### src/rtl/viterbi_pkg.sv
// Shared encoder/decoder definitions: code geometry,
// generator polynomials and the parity helper.
package viterbi_pkg;

  localparam int r      = 2;
  localparam int K      = 3;
  localparam int lenout = 5;
  localparam int lenin  = 10;

  localparam logic [K-1:0] G0 = 3'b111;
  localparam logic [K-1:0] G1 = 3'b101;

  localparam int ST_W  = (1 << (K-1)) * 2 * r;
  localparam int CNT_W = $clog2(lenout + 1);

  typedef enum logic [1:0] {
    IDLE,
    SHIFT,
    DONE
  } enc_state_e;

  function automatic logic parity(
    input logic [K-1:0] win,
    input logic [K-1:0] g
  );
    return ^(win & g);
  endfunction

  function automatic logic [K-1:0] gen_poly(
    input int j
  );
    return (j == 0) ? G0 : G1;
  endfunction

endpackage

### src/rtl/conv_encoder_if.sv
// Message-in / code-word-out bundle between the
// encoder and its producer/consumer.
interface conv_encoder_if;
  import viterbi_pkg::*;

  logic [lenout-1:0] msg_in;
  logic              msg_valid;
  logic              msg_ready;
  logic [lenin-1:0]  err_mask;
  logic [lenin-1:0]  codein;
  logic              code_valid;
  logic [ST_W-1:0]   states;

  modport master (
    output msg_in,
    output msg_valid,
    output err_mask,
    input  msg_ready,
    input  codein,
    input  code_valid,
    input  states
  );

  modport slave (
    input  msg_in,
    input  msg_valid,
    input  err_mask,
    output msg_ready,
    output codein,
    output code_valid,
    output states
  );

endinterface

### src/rtl/conv_encoder_parity.sv
// Window {b,s} to r parity bits, p0 in the MSB.
// Shared by the datapath and the table generator.
module conv_parity
  import viterbi_pkg::*;
(
  input  logic [K-1:0] win_i,
  output logic [r-1:0] par_o
);

  // one parity bit per generator polynomial
  always_comb begin
    par_o = '0;
    for (int j = 0; j < r; j++) begin
      par_o[r-1-j] = parity(win_i, gen_poly(j));
    end
  end

endmodule

### src/rtl/conv_encoder.sv
// Rate-1/r convolutional encoder feeding the Viterbi
// decoder, with expected-parity table and error mask.
module conv_encoder
  import viterbi_pkg::*;
(
  input  logic         clk,
  input  logic         rst,
  conv_encoder_if.slave enc
);

  if (lenin != r * lenout) begin : g_chk
    $fatal(1, "conv_encoder: lenin must equal r*lenout");
  end

  enc_state_e        state_q, state_d;
  logic [lenout-1:0] msg_q, msg_d;
  logic [K-2:0]      sreg_q, sreg_d;
  logic [CNT_W-1:0]  cnt_q, cnt_d;
  logic [lenin-1:0]  acc_q, acc_d;
  logic [lenin-1:0]  codein_q, codein_d;

  logic              bit_w;
  logic [r-1:0]      sym_w;
  logic              hs_w;
  logic [ST_W-1:0]   states_w;

  assign bit_w = msg_q[lenout-1];
  assign hs_w  = enc.msg_valid && enc.msg_ready;

  conv_parity u_dp (
    .win_i ({bit_w, sreg_q}),
    .par_o (sym_w)
  );

  for (genvar e = 0; e < (1 << K); e++) begin : g_tab
    localparam logic [K-1:0] EW = K'(e);
    conv_parity u_tab (
      .win_i ({EW[0], EW[K-1:1]}),
      .par_o (states_w[e*r +: r])
    );
  end

  assign enc.states     = states_w;
  assign enc.msg_ready  = (state_q != SHIFT);
  assign enc.code_valid = (state_q == DONE);
  assign enc.codein     = codein_q;

  // accept, shift one bit per cycle, then register the word
  always_comb begin
    state_d  = state_q;
    msg_d    = msg_q;
    sreg_d   = sreg_q;
    cnt_d    = cnt_q;
    acc_d    = acc_q;
    codein_d = codein_q;
    unique case (state_q)
      IDLE, DONE: begin
        if (hs_w) begin
          state_d = SHIFT;
          msg_d   = enc.msg_in;
          sreg_d  = '0;
          cnt_d   = '0;
          acc_d   = '0;
        end
      end
      SHIFT: begin
        if (cnt_q == CNT_W'(lenout)) begin
          state_d  = DONE;
          codein_d = acc_q ^ enc.err_mask;
        end else begin
          msg_d  = msg_q << 1;
          sreg_d = {bit_w, sreg_q[K-2:1]};
          cnt_d  = cnt_q + 1'b1;
          acc_d  = {acc_q[lenin-r-1:0], sym_w};
        end
      end
      default: state_d = IDLE;
    endcase
  end

  // state registers, cleared asynchronously
  always_ff @(posedge clk or negedge rst) begin
    if (!rst) begin
      state_q  <= IDLE;
      msg_q    <= '0;
      sreg_q   <= '0;
      cnt_q    <= '0;
      acc_q    <= '0;
      codein_q <= '0;
    end else begin
      state_q  <= state_d;
      msg_q    <= msg_d;
      sreg_q   <= sreg_d;
      cnt_q    <= cnt_d;
      acc_q    <= acc_d;
      codein_q <= codein_d;
    end
  end

endmodule

### src/flat_wrapper.sv
// flat-port wrapper written by rule: the top's interface ports become plain ports
module conv_encoder_flat import viterbi_pkg::*;
  (clk, rst, enc_msg_in, enc_msg_valid, enc_err_mask, enc_msg_ready, enc_codein, enc_code_valid, enc_states);
  conv_encoder_if enc_i ();
  input  logic clk;
  input  logic rst;
  input wire logic [$bits(enc_i.msg_in)-1:0] enc_msg_in;
  input wire logic [$bits(enc_i.msg_valid)-1:0] enc_msg_valid;
  input wire logic [$bits(enc_i.err_mask)-1:0] enc_err_mask;
  output wire logic [$bits(enc_i.msg_ready)-1:0] enc_msg_ready;
  output wire logic [$bits(enc_i.codein)-1:0] enc_codein;
  output wire logic [$bits(enc_i.code_valid)-1:0] enc_code_valid;
  output wire logic [$bits(enc_i.states)-1:0] enc_states;
  assign enc_i.msg_in = enc_msg_in;
  assign enc_i.msg_valid = enc_msg_valid;
  assign enc_i.err_mask = enc_err_mask;
  assign enc_msg_ready = enc_i.msg_ready;
  assign enc_codein = enc_i.codein;
  assign enc_code_valid = enc_i.code_valid;
  assign enc_states = enc_i.states;
  conv_encoder u_core (.clk(clk), .rst(rst), .enc(enc_i));
endmodule
### config.mk
export PLATFORM = sky130hd
export DESIGN_NAME = conv_encoder_flat
export DESIGN_NICKNAME = d
export VERILOG_FILES = /design/src/rtl/viterbi_pkg.sv /design/src/rtl/conv_encoder_if.sv /design/src/rtl/conv_encoder_parity.sv /design/src/rtl/conv_encoder.sv /design/src/flat_wrapper.sv
export SDC_FILE = /design/constraint.sdc
export NUM_CORES = 1
export LEC_CHECK = 0
export BUFFER_PORTS_ARGS = -buffer_cell sky130_fd_sc_hd__buf_4
export CORE_ASPECT_RATIO = 0.7
export CORE_MARGIN = 4
export CORE_UTILIZATION = 40
export DETAILED_ROUTE_END_ITERATION = 8
export PLACE_DENSITY = 0.64
export SETUP_SLACK_MARGIN = 0.2
export SLEW_MARGIN = 20
export SYNTH_ARGS = -nofsm -noshare
export SYNTH_HDL_FRONTEND = slang
export SYNTH_HIERARCHICAL = 1
export SYNTH_SLANG_ARGS = --single-unit
export TNS_END_PERCENT = 10
### constraint.sdc
create_clock -name clk -period 1.6 [get_ports clk]
set_input_delay 0.08 -clock clk [delete_from_list [all_inputs] [get_ports clk]]
set_output_delay 0.08 -clock clk [all_outputs]
set_load 0.1 [all_outputs]
==> results_dict.tcl, run 1 <==
set metrics [dict create \
    root_buffer "clkbuf_8" \
    ys_types 28 \
    critPathSlowestCell "dfrtp_1" \
    fin_nets 253 \
    grt_max_degree 33 \
    initial_core_util 0.414 \
    wl_per_cell_um 10.4 \
    synth_area_per_cell_sq_um 11.7 \
    first_pass_iters 4 \
    coreArea_sq_um 4330 \
    slowest_delay_ns 0.38 \
    maxCapViolations 0 \
    fin_cells 289 \
    max_freq_mhz 675 \
    grt_pass1_wl_um 4980 \
    critical_path_buf_inv_count 2 \
    cts_tree "done" \
    synth_cells 153 \
    fin_crit_ns 1.48 \
    status "finished clean" \
    rsz0062_at_grt "yes" \
    gp_congestion 0.767 \
    ys_seq_area_frac 0.447 \
    floorplan.io_pins 46 \
    setup_violations 0 \
    path_cells "inv_1 -> ha_2 -> a21oi_2 -> mux2i_4 -> buf_12 -> mux2_4" \
    worstPathArrival_ns 1.65 \
    drt_iter0_drc 53 \
    hold_path_class "in2reg" \
    syn2layout_area_growth_pct 37.9 \
    finalCritPeriodShare 0.926 \
    required_ns 1.77 \
    h-tree-depth 2 \
    start_kind "flop" \
    crit_type "reg2reg" \
    avgViaCountPerCell 4.02 \
    dieWidth_um 88.0 \
    dp.cells 273 \
    num_rows 20 \
    grt_overflow 0 \
    cp_max_fo 9 \
    finalHoldViolations 0 \
    dp_hpwl_um 2170 \
    fin_skew_ns 0.00633 \
    antennaDiodeCount 0 \
    drv_slew 0 \
    syn_area_sq_um 1790 \
    track_usage 0.118 \
    ant_nets 0 \
    vias 1162 \
    endpoint_kind "flop" \
    yosys_warnings 6 \
    clk_latency_ns 0.28 \
    drive_gt1_frac 0.274 \
    cp_top_family "multiplexers" \
    clock_path_buffers 2 \
    wl_um 3000 \
    cts_sinks 32 \
    path_clk_slew_ns 0.07 \
    ys_seq_elements 32 \
    portBuffers 29 \
    die_height_um 64.0 \
    drc_errors 0 \
    antenna_found_initial 0 \
    cts_buffers 5 \
    grt_pass1_vias 1131 \
    die_area_sq_um 5630 \
    tns_ns 0 \
]
==> cells in the final DEF, fill, tap and decap left out, drive strengths merged <==
master        n
nor3b         1
o21ai        11
conb         40
clkbuf        7
a21oi         1
dlygate4sd3   1
dfrtp        32
mux2         10
inv          16
nor2b         2
nand2        23
buf          40
a221o         1
nor2          2
bufinv        1
ha            2
xnor2        10
mux2i        13
nand4b        1
o2bb2ai       1
nand2b        1
xor3          9
xor2          9
==> final timing paths <==
| check | to | slack, ns | from | depth (start not counted) |
|---|---|---|---|---|
| setup / recovery | u_core/cnt_q[0] | 0.12 | u_core/cnt_q[1] | 6 |
| hold / removal | u_core/state_q[1] | 0.04 | enc_msg_valid | 2 |
| setup reg to reg | u_core/cnt_q[0] | 0.12 | u_core/cnt_q[1] | 6 |
| hold reg to reg | u_core/enc.codein[7] | 0.48 | u_core/enc.codein[7] | 2 |
| max in group asynchronous | u_core/state_q[0] | 1.01 | rst | 2 |
| min in group asynchronous | u_core/enc.codein[9] | 0.27 | rst | 2 |
==> synthesized netlist by cell type, drive strengths merged <==
cell type  instances  area share
dfrtp             32        0.45
nand2             23       0.048
inv               16       0.033
mux2i             13       0.075
o21ai             11       0.031
mux2              10       0.071
xnor2             10       0.049
xor2               9       0.044
xor3               9        0.12
buf                4       0.020
clkbuf             2      0.0042
conb               2      0.0042
ha                 2       0.014
nor2               2      0.0042
nor2b              2       0.011
a21oi              1      0.0028
a221o              1      0.0056
nand2b             1      0.0035
nand4b             1      0.0049
nor3b              1      0.0042
o2bb2ai            1      0.0049
==> sequential cells by signal, summed over array words and instances, names as in the netlist <==
signal and count:
u_core/cnt_q 3, u_core/sreg_q 2, u_core/enc.codein 10, u_core/msg_q 5, u_core/acc_q 10, u_core/state_q 2
==> logic make-up after synthesis <==
logic type	after synthesis	synth area share
mux	23	0.146
buf+inv	22	0.0572
fa+ha+maj	2	0.0140
flops	32	0.447
xor+xnor	28	0.212
other cells	2	0.00419
compound gates	14	0.0440
simple gates	30	0.0761
==> through the flow <==
step	utilization	worst slack [ns]	hold slack [ns]	area (sq um)
final	0.571	0.119	0.0448	2470
after global routing	0.571	0.0443	0.0753	2470
after CTS	0.571	0.123	0.0422	2470
after detailed placement	0.522	0.0729	0.0420	2260
after global placement	0.522	0.0769	0.0470	2260
after floorplan	-	0.139	-0.216	1960
==> layer usage <==
layer | wire, um | GRT usage
met1 | 1400 | 0.149
met2 | 1380 | 0.179
met3 | 172 | 0.0399
met4 | 48 | 0.0623
met5 | 0 | 0
==> repair_timing <==
action | 4_1_cts | 5_1_grt
gates resized for setup | 4 | 0
hold buffers | 1 | 0
endpoints found under the hold margin | 32 | 0
pin swaps | 1 | 0
setup endpoints to repair | 8 | 18
setup buffers | 7 | 0
==> final cells by class <==
type | count | area, sq um
fillers | 381 | 1860
multi-input cells | 137 | 1070
flip-flops and latches | 32 | 802
repair buffers | 41 | 343
clock buffers | 7 | 96.3
well taps | 55 | 68.8
inverters | 16 | 62.6
clock inverters | 1 | 30.0
Power of run 1 is left out: the tool's default activity adds up to more than one toggle a clock period on the data nets, which glitch-free logic cannot reach.
==> inputs of run 2 (changes only) <==
- CORE_UTILIZATION: 40 -> 47
- PLACE_DENSITY: 0.64 -> 0.74
==> run 2 against run 1 <==
Design area is 1.1% higher. Maximum frequency is 2.6% higher. Sequential share of layout area is 0.31 points lower. Critical path depth is 1 lower. Critical path type unchanged. Critical endpoint is now u_core/cnt_q[2].
==> results_dict.tcl, run 2 (same netlist as run 1, synthesis figures left out) <==
set metrics [dict create \
    status "finished clean" \
    fin_nets 258 \
    start_kind "flop" \
    initial_core_util 0.498 \
    antennaDiodeCount 0 \
    hold_path_class "in2reg" \
    die_area_sq_um 4880 \
    dp_hpwl_um 2340 \
    cts_buffers 5 \
    grt_pass1_vias 1195 \
    setup_violations 0 \
    tns_ns 0 \
    place_ws_ns 0.00918 \
    wl_per_cell_um 11.7 \
    vias 1235 \
    cts_sinks 32 \
    gp_congestion 0.746 \
    hp-start "enc_msg_valid" \
    dieWidth_um 81.8 \
    fin_skew_ns 0.00519 \
    drc_errors 0 \
    grt_overflow 0 \
    endpoint_kind "flop" \
    h-tree-depth 2 \
    hold_depth 2 \
    drt_iter0_drc 28 \
    final_cell_mix "conb_1 (40), buf_4 (39), dfrtp_1 (30), nand2_1 (23), inv_1 (14)" \
    path_clk_slew_ns 0.06 \
    num_rows 18 \
    drv_slew 0 \
    syn2layout_area_growth_pct 39.4 \
    r2r_start "u_core/cnt_q[0]" \
    cts_tree "done" \
    drive_gt1_frac 0.294 \
    avgViaCountPerCell 4.29 \
    root_buffer "clkbuf_8" \
    cp_max_fo 5 \
    finalHoldViolations 0 \
    timing.final.ws_setup_ns 0.157 \
    ant_nets 0 \
    worstPathArrival_ns 1.60 \
    max_freq_mhz 693 \
    rrSetupSlack_ns 0.16 \
    grt_pass1_wl_um 5370 \
    crit_type "reg2reg" \
    clk_latency_ns 0.28 \
    min_to "u_core/state_q[1]" \
    finalCritPeriodShare 0.902 \
    first_pass_iters 4 \
    die_height_um 59.7 \
    coreArea_sq_um 3600 \
    grt_max_degree 33 \
    wl_um 3380 \
    fin_crit_ns 1.44 \
    antenna_found_initial 0 \
    required_ns 1.76 \
    final_common_cell "conb_1" \
    clock_path_buffers 2 \
    floorplan.io_pins 46 \
    maxCapViolations 0 \
    rsz0062_at_grt "yes" \
    reg2reg_to "u_core/cnt_q[2]" \
    portBuffers 29 \
    track_usage 0.149 \
    r2r.worst_path.cells 5 \
]
run 2: cell types whose count changed in the layout (fill, tap and decap cells not counted), sizes merged:
cell	delta
buf	+5
bufinv	-1
run 2: area by class of cell:
class                           instances  area, sq um
Timing Repair Buffer                   46          388
Tap cell                               50         62.6
Fill cell                             275         1100
Multi-Input combinational cell        137         1090
Inverter                               16         62.6
Sequential cell                        32          803
Clock buffer                            7         96.3
run 2: through the flow:
step	std cells	instance area, sq um	hold slack [ns]	util
floorplan	191	1960	-0.216	-
global placement	270	2260	0.0413	0.627
global route	288	2500	0.0570	0.694
detailed placement	270	2260	0.0401	0.627
CTS	285	2430	0.0119	0.674
finish	288	2500	0.0552	0.694
run 2: critical path, stage by stage (launching register included):
cell,delay (ns)
dfrtp_1,0.42
ha_4,0.19
a21oi_4,0.13
mux2i_4,0.10
buf_6,0.14
a221o_1,0.35
run 2: worst max-delay path by stage:
stage	start	to	slack, ns	depth (start not counted)
floorplan	u_core/cnt_q[1]	u_core/cnt_q[0]	0.14	6
global placement	u_core/cnt_q[1]	u_core/cnt_q[1]	0.06	6
detailed placement	u_core/cnt_q[1]	u_core/acc_q[2]	0.009	7
CTS	u_core/cnt_q[1]	u_core/cnt_q[1]	0.08	6
global route	u_core/cnt_q[1]	u_core/acc_q[4]	0.09	7
finish	u_core/cnt_q[0]	u_core/cnt_q[2]	0.16	5
run 2: metal layers:
layer / vias to the layer above / share of wire / global-route usage
met5: - / 0 / 0
met4: 0 / 0 / 0.0498
met3: 0 / 0.052 / 0.0467
met2: 31 / 0.49 / 0.243
met1: 579 / 0.45 / 0.189
li1: 625 / - / -
run 2: what timing repair did:
item | in CTS | in global routing
buffers inserted | 7 | 3
hold buffers | 1 | 0
gates resized for setup | 3 | 8
hold endpoints to repair | 32 | 0
endpoints found under the setup margin | 16 | 20
Power of run 2 is left out for the same reason.
